File: src/rtl/sprite_rom_reader.sv
// Pixel pipeline for 1-bit sprite ROMs: address generation, lit-pixel flag and frame-synchronous position updates.
// Optional blink feature enabled by defining SPRITE_BLINK_EN.
module sprite_rom_reader #(
    parameter int unsigned W            = 60,
    parameter int unsigned H            = 20,
    parameter int unsigned X_INIT       = 290,
    parameter int unsigned Y_INIT       = 230,
    parameter int unsigned BLINK_FRAMES = 30
) (
    input  logic        Clk,
    input  logic        Reset,
    input  logic        frame_clk,
    input  logic [9:0]  DrawX,
    input  logic [9:0]  DrawY,
    input  logic [9:0]  pos_x,
    input  logic [9:0]  pos_y,
    input  logic        pos_valid,
    output logic        pos_ready,
    output logic [10:0] rom_addr,
    input  logic        rom_data,
    output logic        pixel_on,
    output logic [9:0]  cur_x,
    output logic [9:0]  cur_y
);

    localparam int unsigned CW    = 12;
    localparam int unsigned X_MAX = 640 - W;
    localparam int unsigned Y_MAX = 480 - H;

    // The sprite must fit the 11-bit ROM address space and blink needs a non-zero period.
    if ((W * H > 2048) || (BLINK_FRAMES == 0)) begin : g_cfg_check
        $error("sprite_rom_reader: unsupported W/H/BLINK_FRAMES configuration");
    end

    typedef enum logic {IDLE, PENDING} state_t;

    state_t     state;
    logic       sync1, sync2, sync2_d, frame_tick;
    logic       in_box_q;
    logic       visible;
    logic [9:0] pend_x, pend_y;

    // frame_clk crosses in through two flops; the registered rising edge is frame_tick.
    always_ff @(posedge Clk or posedge Reset) begin
        if (Reset) begin
            sync1      <= 1'b0;
            sync2      <= 1'b0;
            sync2_d    <= 1'b0;
            frame_tick <= 1'b0;
        end else begin
            sync1      <= frame_clk;
            sync2      <= sync1;
            sync2_d    <= sync2;
            frame_tick <= sync2 & ~sync2_d;
        end
    end

    logic [CW-1:0] x_c, y_c, cx_c, cy_c, dx_c, dy_c, addr_c;
    logic          in_box_c;

    assign x_c      = CW'(DrawX);
    assign y_c      = CW'(DrawY);
    assign cx_c     = CW'(cur_x);
    assign cy_c     = CW'(cur_y);
    assign dx_c     = x_c - cx_c;
    assign dy_c     = y_c - cy_c;
    assign in_box_c = (x_c >= cx_c) && (x_c < cx_c + CW'(W)) &&
                      (y_c >= cy_c) && (y_c < cy_c + CW'(H));
    assign addr_c   = CW'(dy_c * CW'(W)) + dx_c;

    // Stage 0: ROM address; stage 1: returned bit qualified by box and visibility.
    always_ff @(posedge Clk or posedge Reset) begin
        if (Reset) begin
            rom_addr <= '0;
            in_box_q <= 1'b0;
            pixel_on <= 1'b0;
        end else begin
            rom_addr <= in_box_c ? 11'(addr_c) : 11'd0;
            in_box_q <= in_box_c;
            pixel_on <= in_box_q & rom_data & visible;
        end
    end

    logic [9:0] clamp_x_c, clamp_y_c;

    assign clamp_x_c = (pos_x > 10'(X_MAX)) ? 10'(X_MAX) : pos_x;
    assign clamp_y_c = (pos_y > 10'(Y_MAX)) ? 10'(Y_MAX) : pos_y;

    // Position handshake: a request is held until the next frame boundary so the sprite never tears.
    always_ff @(posedge Clk or posedge Reset) begin
        if (Reset) begin
            state     <= IDLE;
            pos_ready <= 1'b1;
            pend_x    <= '0;
            pend_y    <= '0;
            cur_x     <= 10'(X_INIT);
            cur_y     <= 10'(Y_INIT);
        end else begin
            case (state)
                IDLE: begin
                    if (pos_valid) begin
                        pend_x    <= clamp_x_c;
                        pend_y    <= clamp_y_c;
                        pos_ready <= 1'b0;
                        state     <= PENDING;
                    end
                end
                PENDING: begin
                    if (frame_tick) begin
                        cur_x     <= pend_x;
                        cur_y     <= pend_y;
                        pos_ready <= 1'b1;
                        state     <= IDLE;
                    end
                end
                default: begin
                    pos_ready <= 1'b1;
                    state     <= IDLE;
                end
            endcase
        end
    end

`ifdef SPRITE_BLINK_EN
    localparam int unsigned BW = (BLINK_FRAMES > 1) ? $clog2(BLINK_FRAMES) : 1;

    logic [BW-1:0] blink_cnt;

    // Visibility toggles every BLINK_FRAMES frame ticks.
    always_ff @(posedge Clk or posedge Reset) begin
        if (Reset) begin
            blink_cnt <= '0;
            visible   <= 1'b1;
        end else if (frame_tick) begin
            if (blink_cnt == BW'(BLINK_FRAMES - 1)) begin
                blink_cnt <= '0;
                visible   <= ~visible;
            end else begin
                blink_cnt <= blink_cnt + BW'(1);
            end
        end
    end
`else
    assign visible = 1'b1;
`endif

endmodule

File: config.mk
export PLATFORM = sky130hd
export DESIGN_NAME = sprite_rom_reader
export DESIGN_NICKNAME = d
export VERILOG_FILES = /design/src/rtl/sprite_rom_reader.sv
export SDC_FILE = /design/constraint.sdc
export NUM_CORES = 1
export LEC_CHECK = 0
export ABC_AREA = 0
export CORE_UTILIZATION = 45
export CTS_CLUSTER_SIZE = 20
export DETAILED_ROUTE_END_ITERATION = 8
export PLACE_DENSITY = 0.7
export SLEW_MARGIN = 10
export SYNTH_ARGS = -nofsm -noshare
export SYNTH_HDL_FRONTEND = slang
export SYNTH_SLANG_ARGS = --single-unit
export TNS_END_PERCENT = 20
File: constraint.sdc
create_clock -name Clk -period 9.4 [get_ports Clk]
set_clock_uncertainty 0.15 [all_clocks]
set_input_delay 1.88 -clock Clk [delete_from_list [all_inputs] [get_ports Clk]]
set_output_delay 1.88 -clock Clk [all_outputs]
set_load 0.02 [all_outputs]
==> results.md <==
Status:
- The flow ran to the end, and the final reports show no timing, DRC or antenna violations.

Setup path:
- For the worst setup path, the data required time is 9.51 ns.
- The startpoint kind of the worst setup timing path is a primary input.
- The start-to-end type of the worst setup path is in2reg.
- The worst setup path is captured at a flip-flop.
- The signal arrival time at the worst endpoint is 7.48 ns.
- Along the worst path, the maximum fanout reaches 6.

Floorplan:
- The die height is 101 um.
- The core area is 0.00942 sq mm.
- The width of the die is 101 um.
- The floorplan row count is 35.
- For this configuration, the core starts out at a cell density of 47.3%.
- During I/O placement, the number of pins put on the boundary was 78.
- The area of the die is 0.0103 sq mm.

Final layout:
- The sequential cells in the finished layout cover a total of 0.00149 sq mm.
- The count of nets after finishing is 649.
- The number of antenna diodes in the final layout is 0.
- The multi-input gate area in the final layout is 0.00272 sq mm.
- The count of fill cells added during filler insertion is 818.
- The proportion of layout cells with a drive suffix above 1 is 8.97%.
- Compared with the post-synthesis result, the final layout area differs by 25.4%.

Placed design:
- The count of port buffers added during placement is 77.
- Routability-driven placement finished with a final weighted congestion of 0.889.
- Detailed placement finished with a half-perimeter wire length of 7590 um.

CTS:
- CTS saw 59 sinks.
- The cell sitting at the root of the clock tree is a clkbuf_8.
- After clock tree synthesis, the repair step resized 0 gates.
- After clock tree synthesis, the clock-pin slew on the worst setup and hold paths is 0.07 ns.
- No sink is reached through more buffers than the 2 on the longest clock path.
- The number of hold buffers added after cts is 0.
- Clock tree synthesis inserted a total of 9 buffers.
- The number of buffers added for setup after CTS is 0.
- The source-to-sink clock delay at the later pin of the worst-skew pair is 0.34 ns.
- The CTS tree is built.
- The level count of the clock H-tree is 3.

Yosys:
- Counting flops with an async set or reset pin after synthesis yields a share of 100%.
- The post-synthesis net count is 567.
- The average instance in the mapped netlist occupies 9.94 sq um.
- In this run, distinct cell masters in the synthesized netlist total 46.
- In the synthesized netlist the dominant register cell turns out to be dfrtp_1.
- The share of synthesized area occupied by flip-flops and latches is 33.4%.
- The count of flip-flops with a built-in enable after synthesis is 0.
- The synthesized netlist cell count is 448.
- The cell area after technology mapping is 0.00445 sq mm.
- The number of synthesis warnings is 0.
- In this run, synthesis produced a sequential element count of 59.

Route:
- The number of design-rule violations left by the first detailed-router iteration is 109.
- The first TritonRoute pass finished after 4 iterations.
- The detail route stage leaves a number of antenna-violating nets equal to 0.
- The final route contains 3,358 vias.
- In the final routed layout, each cell accounts on average for 14.1 um.
- The via density per instance is 5.06.
- The detailed-route wire length is 9350 um.
- The remaining design rule violation count is 0.

GRT:
- The total overflow left after global routing is 0.
- The first global-routing pass estimated 15,800 um of wire.
- In the global route stage, overall resource usage came out at 20.0%.
- The pin count of the biggest net entering global routing is 60.
- The via count of the first global-routing pass was 3,341.
- The initial antenna violation count came to 0.

Timing:
- The worst hold margin is 0.200 ns.
- The maximum frequency from static timing analysis is 136 MHz.
- The measured slew at the worst slew-check pin is 0.893 ns.
- Setup repair after global routing left no endpoint under its margin.
- The final hold violation count is 0.
- The count of final setup violators is 0.
- Measured against its own limit, the worst slew margin works out to 40.3%.
- The post-layout minimum cycle time is 7.37 ns.
- The final critical path takes up 78.4% of the cycle.
- The max-slew violation total from the final report came to 0.
- Adding up every negative setup slack in the final design gives 0 ns.

Job:
- Across the run, the number of max-cap violations was 0.

Hold path:
- The type of the worst min-delay path is reg2reg.
## metal layers
layer  wire length (um)  track usage, %  up-vias
li1                   -               -     1705
met1               4450            26.4     1579
met2               4460            33.4       64
met3                335            3.86       10
met4                110            5.80        0
met5                  0               0        -
## state kept, by name (all words and copies together), names as in the netlist
register and cells:
cur_x 10, sync2 1, pixel_on 1, frame_tick 1
in_box_q 1, sync1 1, rom_addr 11, sync2_d 1
state 1, cur_y 10, pend_y 10, pend_x 10
pos_ready 1
## cell usage in the layout (no fill, tap or decap), drive strengths merged, types with 3 or more instances in the layout
master,count
xnor2,34
o21bai,3
o21a,4
clkdlybuf4s50,77
inv,59
fa,18
xor2,4
a21oi,30
a21o,6
ha,56
a22o,9
o21ai,26
nand2b,3
nor2,28
nor3,13
clkbuf,10
nand4,3
dfstp,9
clkinv,3
dfrtp,50
nor2b,5
a211oi,3
mux2,20
nand2,27
o211ai,5
## worst paths after layout
check	slack [ns]	start	cells after the start	endpoint
max	2.03	DrawY[0]	23	rom_addr[10]$_DFF_PP0_
min	0.20	sync1$_DFF_PP0_	0	sync2$_DFF_PP0_
max reg2reg	3.55	cur_y[1]$_DFFE_PP1P_	20	rom_addr[10]$_DFF_PP0_
min reg2reg	0.20	sync1$_DFF_PP0_	0	sync2$_DFF_PP0_
max in group asynchronous	6.72	Reset	3	cur_y[0]$_DFFE_PP0P_
min in group asynchronous	1.91	Reset	3	pend_x[1]$_DFFE_PP0P_
## final cells by class
cell class / instances / share of cell area (%)
Clock inverter: 6 / 1.61
Sequential cell: 59 / 26.6
Inverter: 59 / 3.97
Timing Repair Buffer: 78 / 13.9
Tap cell: 129 / 2.89
Clock buffer: 10 / 2.28
Multi-Input combinational cell: 323 / 48.7
## worst max-delay path: stages
cell,delay (ns)
clkdlybuf4s50_1,0.39
inv_1,0.08
ha_1,0.14
inv_1,0.05
fa_1,0.41
xnor2_1,0.50
fa_1,0.51
inv_1,0.06
ha_1,0.26
xnor2_1,0.25
ha_1,0.27
a21o_1,0.16
a21oi_1,0.21
xnor2_1,0.16
fa_1,0.44
ha_1,0.34
o21ai_0,0.10
a21oi_1,0.15
o41ai_1,0.12
o21ai_0,0.25
xor3_1,0.29
xnor3_1,0.34
nor2_1,0.08
## logic make-up after synthesis
group / count (synthesis) / share of synthesized area [%]
buffers and inverters: 66 / 5.56
muxes: 20 / 5.06
adders and majority gates: 76 / 24.3
AOI/OAI and AO/OA: 95 / 13.4
DFF: 59 / 33.4
and+or+nand+nor: 92 / 9.61
xor gates and xnor gates: 40 / 8.68
## cell usage after synthesis, drive strengths merged, types with 2 or more instances
| cell type | count | area [sq um] |
|---|---|---|
| maj3 | 2 | 20.0 |
| nand4 | 3 | 18.8 |
| nor4 | 2 | 12.5 |
| inv | 59 | 221 |
| o21ai | 26 | 130 |
| fa | 18 | 360 |
| ha | 56 | 701 |
| xnor2 | 34 | 305 |
| dfstp | 9 | 236 |
| clkbuf | 7 | 26.3 |
| a21o | 6 | 45.0 |
| a22o | 9 | 78.8 |
| a211oi | 3 | 27.5 |
| nand2 | 27 | 101 |
| and3 | 2 | 12.5 |
| nand2b | 3 | 18.8 |
| o211ai | 5 | 37.5 |
| o21bai | 3 | 22.5 |
| dfrtp | 50 | 1250 |
| a21oi | 30 | 150 |
| mux2 | 20 | 225 |
| nor2b | 5 | 31.3 |
| nor3 | 13 | 65.1 |
| and2 | 2 | 12.5 |
| nor2 | 28 | 105 |
| nand3b | 2 | 15.0 |
| o21a | 4 | 30.0 |
| xor2 | 4 | 35.0 |
## metrics by stage
| stage | instance area (sq um) | setup slack (ns) | utilization, % | std cells |
|---|---|---|---|---|
| global placement | 5370 | 1.84 | 57.0 | 648 |
| finish | 5590 | 2.03 | 59.3 | 664 |
| floorplan | 4450 | 2.58 | - | 448 |
| global route | 5590 | 1.61 | 59.3 | 664 |
| CTS | 5590 | 2.03 | 59.3 | 664 |
| detailed placement | 5370 | 1.67 | 57.0 | 648 |
Power is left out: the tool's default activity adds up to more than one toggle a clock period on the data nets, which glitch-free logic cannot reach.
